`src/rtl/grf_sb_if.sv`:
```
`default_nettype none
// ============================================================================
// Module      : grf_sb_if
// Description : Bus bundle for the scoreboarded general register file.
//               Carries the read ports, the writeback port, the issue port
//               and the scoreboard status outputs.
// Revision    : 1.0  initial release
// ============================================================================
interface grf_sb_if #(
  parameter int DATA_W = 32,
  parameter int ADDR_W = 5,
  parameter int NRD    = 2
);
  logic [NRD*ADDR_W-1:0] rd_addr;
  logic [NRD*DATA_W-1:0] rd_data;
  logic [NRD-1:0]        rd_ready;
  logic                  wr_en;
  logic [ADDR_W-1:0]     wr_addr;
  logic [DATA_W-1:0]     wr_data;
  logic                  iss_en;
  logic [ADDR_W-1:0]     iss_addr;
  logic                  iss_stall;
  logic                  pend_err;

  // Pipeline side: drives addresses, writebacks and issues.
  modport master (
    output rd_addr, wr_en, wr_addr, wr_data, iss_en, iss_addr,
    input  rd_data, rd_ready, iss_stall, pend_err
  );

  // Register file side.
  modport slave (
    input  rd_addr, wr_en, wr_addr, wr_data, iss_en, iss_addr,
    output rd_data, rd_ready, iss_stall, pend_err
  );
endinterface
`default_nettype wire

```
`src/rtl/grf_sb.sv`:
```
`default_nettype none
// ============================================================================
// Module      : grf_sb
// Description : Parametrised general register file with NRD combinational
//               read ports and a per-register pending-write scoreboard.
//               Register 0 reads as zero and is never pending.
//               Optional macro GRF_BYPASS_EN: same-cycle forwarding of the
//               writeback data and ready status to matching read ports.
// Revision    : 1.0  initial release
// ============================================================================
module grf_sb #(
  parameter int DATA_W = 32,
  parameter int ADDR_W = 5,
  parameter int NRD    = 2,
  parameter int PEND_W = 2
) (
  input  wire        clk,
  input  wire        rst,
  grf_sb_if.slave    bus
);

  localparam int          DEPTH   = 2**ADDR_W;
  localparam [PEND_W-1:0] CNT_MAX = '1;

  logic [DATA_W-1:0] regs [DEPTH];
  logic [PEND_W-1:0] cnt  [DEPTH];
  logic              pend_err_r;
  logic [DEPTH-1:0]  inc_vec;
  logic [DEPTH-1:0]  dec_vec;
  logic              wr_live;
  logic              iss_live;
  logic              stall;

  // A writeback or issue to register 0 is ignored entirely.
  assign wr_live  = bus.wr_en  && (bus.wr_addr  != '0);
  assign iss_live = bus.iss_en && (bus.iss_addr != '0);

  // Saturated counter: the issue is refused and the upstream retries.
  assign stall = iss_live && (cnt[bus.iss_addr] == CNT_MAX);

  assign bus.iss_stall = stall;
  assign bus.pend_err  = pend_err_r;

  // Decode per-register increment/decrement requests.
  always_comb begin
    inc_vec = '0;
    dec_vec = '0;
    for (int r = 1; r < DEPTH; r++) begin
      inc_vec[r] = iss_live && !stall && (bus.iss_addr == ADDR_W'(r));
      dec_vec[r] = wr_live && (bus.wr_addr == ADDR_W'(r));
    end
  end

  // Register storage, pending counters and the sticky error flag.
  always_ff @(posedge clk) begin
    if (rst) begin
      for (int r = 0; r < DEPTH; r++) begin
        regs[r] <= '0;
        cnt[r]  <= '0;
      end
      pend_err_r <= 1'b0;
    end else begin
      if (wr_live) begin
        regs[bus.wr_addr] <= bus.wr_data;
        // Writeback with nothing outstanding is an unmatched write.
        if (cnt[bus.wr_addr] == '0) begin
          pend_err_r <= 1'b1;
        end
      end
      for (int r = 1; r < DEPTH; r++) begin
        case ({inc_vec[r], dec_vec[r]})
          2'b10: cnt[r] <= cnt[r] + PEND_W'(1);
          2'b01: begin
            if (cnt[r] != '0) begin
              cnt[r] <= cnt[r] - PEND_W'(1);
            end
          end
          2'b11: begin
            // Net zero change, except an empty counter picks up the issue.
            if (cnt[r] == '0) begin
              cnt[r] <= PEND_W'(1);
            end
          end
          default: cnt[r] <= cnt[r];
        endcase
      end
    end
  end

  generate
    for (genvar i = 0; i < NRD; i++) begin : g_rd
      logic [ADDR_W-1:0] addr;
      logic [DATA_W-1:0] stored;
      logic              idle;

      assign addr   = bus.rd_addr[i*ADDR_W +: ADDR_W];
      assign stored = (addr == '0) ? '0 : regs[addr];
      assign idle   = (cnt[addr] == '0);

`ifdef GRF_BYPASS_EN
      logic hit;
      assign hit = wr_live && (addr == bus.wr_addr);
      assign bus.rd_data[i*DATA_W +: DATA_W] = hit ? bus.wr_data : stored;
      assign bus.rd_ready[i] = idle || (hit && (cnt[addr] == PEND_W'(1)));
`else
      assign bus.rd_data[i*DATA_W +: DATA_W] = stored;
      assign bus.rd_ready[i] = idle;
`endif
    end
  endgenerate

endmodule
`default_nettype wire

```
`src/flat_wrapper.sv`:
```
// flat-port wrapper written by rule: the top's interface ports become plain ports
module grf_sb_flat 
#(
  parameter int DATA_W = 32,
  parameter int ADDR_W = 5,
  parameter int NRD    = 2,
  parameter int PEND_W = 2
)
  (clk, rst, bus_rd_addr, bus_wr_en, bus_wr_addr, bus_wr_data, bus_iss_en, bus_iss_addr, bus_rd_data, bus_rd_ready, bus_iss_stall, bus_pend_err);
  grf_sb_if #(.DATA_W(DATA_W), .ADDR_W(ADDR_W), .NRD(NRD)) bus_i ();
  input  wire clk;
  input  wire rst;
  input wire logic [$bits(bus_i.rd_addr)-1:0] bus_rd_addr;
  input wire logic [$bits(bus_i.wr_en)-1:0] bus_wr_en;
  input wire logic [$bits(bus_i.wr_addr)-1:0] bus_wr_addr;
  input wire logic [$bits(bus_i.wr_data)-1:0] bus_wr_data;
  input wire logic [$bits(bus_i.iss_en)-1:0] bus_iss_en;
  input wire logic [$bits(bus_i.iss_addr)-1:0] bus_iss_addr;
  output wire logic [$bits(bus_i.rd_data)-1:0] bus_rd_data;
  output wire logic [$bits(bus_i.rd_ready)-1:0] bus_rd_ready;
  output wire logic [$bits(bus_i.iss_stall)-1:0] bus_iss_stall;
  output wire logic [$bits(bus_i.pend_err)-1:0] bus_pend_err;
  assign bus_i.rd_addr = bus_rd_addr;
  assign bus_i.wr_en = bus_wr_en;
  assign bus_i.wr_addr = bus_wr_addr;
  assign bus_i.wr_data = bus_wr_data;
  assign bus_i.iss_en = bus_iss_en;
  assign bus_i.iss_addr = bus_iss_addr;
  assign bus_rd_data = bus_i.rd_data;
  assign bus_rd_ready = bus_i.rd_ready;
  assign bus_iss_stall = bus_i.iss_stall;
  assign bus_pend_err = bus_i.pend_err;
  grf_sb #(.DATA_W(DATA_W), .ADDR_W(ADDR_W), .NRD(NRD), .PEND_W(PEND_W)) u_core (.clk(clk), .rst(rst), .bus(bus_i));
endmodule
```
`config.mk`:
```
export PLATFORM = sky130hd
export DESIGN_NAME = grf_sb_flat
export DESIGN_NICKNAME = d
export VERILOG_FILES = /design/src/rtl/grf_sb_if.sv /design/src/rtl/grf_sb.sv /design/src/flat_wrapper.sv
export SDC_FILE = /design/constraint.sdc
export NUM_CORES = 2
export LEC_CHECK = 0
export CORE_UTILIZATION = 40
export DETAILED_ROUTE_END_ITERATION = 16
export SLEW_MARGIN = 20
export SYNTH_ARGS = -nofsm -noshare
export SYNTH_HDL_FRONTEND = slang
export SYNTH_SLANG_ARGS = --single-unit
```
`constraint.sdc`:
```
create_clock -name clk -period 8.05 [get_ports clk]
set_input_delay 2.0125 -clock clk [delete_from_list [all_inputs] [get_ports clk]]
set_output_delay 2.0125 -clock clk [all_outputs]
set_load 0.03 [all_outputs]
```
[Word level (Yosys, flattened, before mapping)]
Memories as Yosys holds them, arrays and structs flattened.
Cells that the tools add are included.
Storage, ports and cells
  flip-flop bits (word level): 1
  memory bits (writable): 1088
  input port bits: 56
  memories: 2
Cells by class
  add/subtract/negate cells: 62
  equality and inequality tests: 156
  multiplexer cells: 568
  bitwise gates (word level): 124
  reductions and logical operators: 169
Memories
  u_core.regs: words 32, bits a word 32, read ports 2, clocked after Yosys merged registers in 0, wr ports 32, RTL line grf_sb.sv:25  | logic [DATA_W-1:0] regs [DEPTH];
  u_core.cnt: words 32, bits a word 2, read ports 35, clocked after Yosys merged registers in 0, wr ports 32, RTL line grf_sb.sv:26  | logic [PEND_W-1:0] cnt [DEPTH];
Operators with widths (count)
  2-to-1 mux 1 bit: 440
  2-to-1 mux 2 bit: 124
  == test 5 bit, second input constant: 32
  == test 2 bit, second input constant: 63
  OR 1 bit: 124
  2-to-1 mux 32 bit: 3
  OR reduction 3 bit: 31
  == test 5 x 4 -> 1 bit, second input constant: 16
  zero test 2 bit: 34
  logical AND 1 bit: 66
  adder 2 x 1 -> 2 bit, second input constant: 31
  == test 2 x 1 -> 1 bit, second input constant: 31
  nonzero test 2 bit: 31
  subtractor 2 x 1 -> 2 bit, second input constant: 31
  == test 5 x 3 -> 1 bit, second input constant: 8
  OR reduction 32 bit: 1
  == test 5 x 2 -> 1 bit, second input constant: 4
  == test 5 x 1 -> 1 bit, second input constant: 2
  zero test 5 bit: 2
  nonzero test 5 bit: 2
  2-to-1 mux 5 bit: 1
  AND reduction 2 bit: 1
  zero test 1 bit: 1

[Depth between registers and ports, before layout]
  word-level depth: 14
  mapped depth: 9
  depth with buffers taken out: 6

[Worst setup path before layout]
Ideal clock, no wire load.
  kind: input port to output port
  start: in bus_rd_addr[0]
  end: out bus_rd_data[10]
  arrival: 4.294 ns
  data required time: 6.037 ns
  setup slack: 1.744 ns
  stages on the path: 7
  path buffers: 3
  cells stage by stage: clkbuf_1 -> buf_2 -> buf_1 -> mux4_2 -> mux4_2 -> mux2i_1 -> nor2_1
Between the ends
  longest elaborated chain between the ends: 2
  elaborated cells on any way between the ends: 3
  those cells by class: mux (1); reduce/logical (1); memory (1)
RTL lines
  from (decl): RTL line flat_wrapper.sv:13  | input wire logic [$bits(bus_i.rd_addr)-1:0] bus_rd_addr;
  memory (32 x 32 bit) / zero test 5 bit (equally long branches)
  2-to-1 mux 32 bit *: RTL line grf_sb.sv:97  | assign stored = (addr == '0) ? '0 : regs[addr];
  to (decl): RTL line flat_wrapper.sv:19  | output wire logic [$bits(bus_i.rd_data)-1:0] bus_rd_data;
Mark *: on every way between the ends. The rest lies on a longest branch, timed or not.

[Worst setup path after layout]
  start: in bus_rd_addr[5]
  end: out bus_rd_data[32]
Same word-level chain as after synthesis.

==> summary.txt <==
STA
  – Final setup vio count: 0
  – Worst Hold Slack: between 0.6 and 0.7 ns
  – Post-layout min period: 7.479 ns
  – Rel. slew slack: 24.00%
  – Worst Tran Pin Value: 1.136 ns
  – RSZ-0062 raised after global routing: false
  – Max Clk Rate: 0.1337 GHz
  – Tcrit/Tclk final: approximately 93%
  – Slew Limit Fails: 0
  – Clk_skew: 0.01697 ns
  – Sum Neg Setup Slack: 0 ns
  – Final Hold Fails: 0

Yosys
  – Biggest area consumer among synthesized cells: edfxtp_1
  – Synth area leaders: edfxtp_1 54%, mux4_2 26%, and2_1 10%
  – Synth Area in Compound Gates: 1.945%
  – Simple-gate share of the synthesized area: 13.71%
  – Synth Instances: 3,849
  – Post-synth EDFFs: ~1,100
  – Syn avg cell area: 15.56 um^2
  – Post-synth ARST share: 0%
  – Synth Cell Area: 0.05990 mm^2
  – Adder-Cell Fraction of Synth Area: 0.02089%
  – FF+latch count, synth: ~1,100
  – Xor/xnor cell area share of the yosys netlist: 0.4386%
  – Sequential element share of the synthesized area: 54.47%
  – Number of synthesis warnings: 0
  – Top-area cell type share of the netlist area: a little over half
  – Post-synth top cells: 1,086 x edfxtp_1, 994 x and2_1, 681 x mux4_2
  – Synth cell types: 56
  – Mux share of post-synthesis cell area: between 20 and 30%
  – Largest family of logic cells by synthesized area: multiplexers
  – Cell with the most instances after synthesis: edfxtp_1
  – Ys flop type: edfxtp_1

Global route
  – First-pass GRT wire length: ~300 mm
  – Pin count of the biggest net entering global routing: 86
  – GRT overflow: 0
  – GRT Util Overall: around 28%
  – Initial antenna violation count: 38
  – Vias in the first global route: 37,330

Place
  – Port bufs: 123
  – Final GP Congestion: around 0.86
  – Hpwl dp: between 100 and 150 mm
  – Placed instance area: roughly 0.064 mm^2

Run
  – Max Cap Viol: 0

Layout
  – Ratio of cells with drive above 1 in the final layout: about 29%
  – Total Nets Final: 3,956
  – Area Growth Syn to Fin: 13.21%
  – Post-Layout Inst Area: 0.06782 mm^2

Routing
  – Wirelength per Cell: around 36 um
  – Iter 0 DRT Violations: 5,557
  – Drt pass-1 iters: 5
  – Drt drc: 0
  – DR vias: roughly 38,000
  – Post-route antenna net violation count: 0
  – Vias per inst: approximately 6.4
  – Detailed-route wire length: 211.7 mm

Power
  – Static leakage: 22.75 nW
  – Pwr dens: 210.2 mW/mm^2
  – Final total power: 14.25 mW
  – Max IR drop VDD: 0.0001759 V

Setup path
  – CP Launch Type: input port
  – Req. time, crit path: 6.04 ns
  – Critical Path AT: 5.47 ns
  – Crit path kind: input port to output pin
  – CP max FO: 48
  – CP endpoint kind: output pin

Clocking
  – Postcts setup bufs: 0
  – Root Driver: clkbuf_16
  – Post-cts resize count: 0
  – Htree depth: 3
  – TritonCTS Buffers: 117
  – CTS Sinks: 1,087
  – CTS tree: yes
  – Worst skew pair latency: approximately 0.75 ns
  – CTS Buffer Depth: 3
  – Clk slew on worst S/H paths: 0.06 ns
  – Cts hold-fix bufs: 0

Floorplanning
  – Die footprint: 0.1513 mm^2
  – Starting Density: 40.42%
  – I/O pins: ~120
  – Die Ht: around 400 um
  – Core Rows: between 100 and 150
  – Die width: 389.0 um
  – Core area: 0.1482 mm^2

Status
  – Outcome: finished, final reports clean

Worst hold path
  – Hold Path Class: register to register
[cells by family (layout without fill, tap and decap cells)]
group                      after synthesis  count (layout)
AOI/OAI and AO/OA                      163             163
xor gates and xnor gates                30              30
adders and majority gates                1               1
buffers and inverters                  404             520
DFF                                   1087            1087
muxes                                  753             753
other                                    1              43
and+or+nand+nor                       1410            1410
[cell usage in the layout (no fill, tap or decap), types with 13 or more instances in the layout]
cell type,count
nand3b_1,13
conb_1,32
or3_1,20
edfxtp_1,1086
a21o_1,13
a21oi_1,57
nand2b_2,19
buf_12,32
xor2_1,14
mux4_2,681
mux2i_1,67
nor2_4,26
and2_1,994
clkinv_2,20
nand2_1,80
buf_4,154
nand3_1,28
clkdlybuf4s50_1,94
clkbuf_1,24
o21ai_0,29
nor2_1,140
a211oi_1,15
xnor2_1,16
clkbuf_16,120
clkinv_1,33
nor3_1,20
[final timing paths]
kind | startpoint | to | slack, ns | cells past startpoint
max reg2reg | u_core.cnt[5][1] | u_core.cnt[14][0] | 5.08 | 7
min | u_core.cnt[27][0] | u_core.cnt[27][0] | 0.66 | 1
min reg2reg | u_core.cnt[27][0] | u_core.cnt[27][0] | 0.66 | 1
max | bus_rd_addr[5] | bus_rd_data[32] | 0.57 | 8
[power breakdown]
part / total (mW) / internal [mW] / switching, mW
sequential: 6.76 / 6.57 / 0.188
clock: 5.39 / 3.00 / 2.39
combinational: 2.10 / 0.914 / 1.19
[through the flow]
stage | worst slack (ns) | utilization, % | std cells
2_1_floorplan | 1.744 | - | 3880
3_3_place_gp | 0.5910 | 43.24 | 5710
3_5_place_dp | 0.5875 | 43.25 | 5710
4_1_cts | 0.5940 | 45.76 | 5926
5_1_grt | 0.4698 | 45.75 | 5930
6_report | 0.5711 | 45.76 | 5937
[sequential cells by signal, indices dropped and copies added (netlist names)]
signal and flops:
u_core.bus.pend_err 1, u_core.cnt 62, u_core.regs 1024
[cell type report]
type / instances / area [um^2]
diodes: 11 / 27.53
clock buffers: 144 / 3093
clock inverters: 72 / 624.3
fillers: 12820 / 80370
inverters: 13 / 48.80
multi-input cells: 2389 / 26130
flip-flops and latches: 1087 / 32630
well taps: 1930 / 2415
repair buffers: 291 / 2851
[per-layer routing]
layer	share of wire [%]	routed length, um	vias up	global-route usage [%]
met5	0.044	94	-	0
met4	3.7	7811	14	9.928
met3	11	24170	438	6.946
met2	47	98760	2473	43.84
met1	38	80890	20050	37.85
li1	-	-	15050	-
[critical path: stages]
cell and delay [ns]:
buf_8 0.49, buf_12 0.30, buf_4 0.26, mux4_2 0.54
mux4_2 0.53, mux2i_1 0.45, nor2_1 0.08, clkdlybuf4s50_1 0.64
Note: power is estimated with default switching activity, not from simulation.
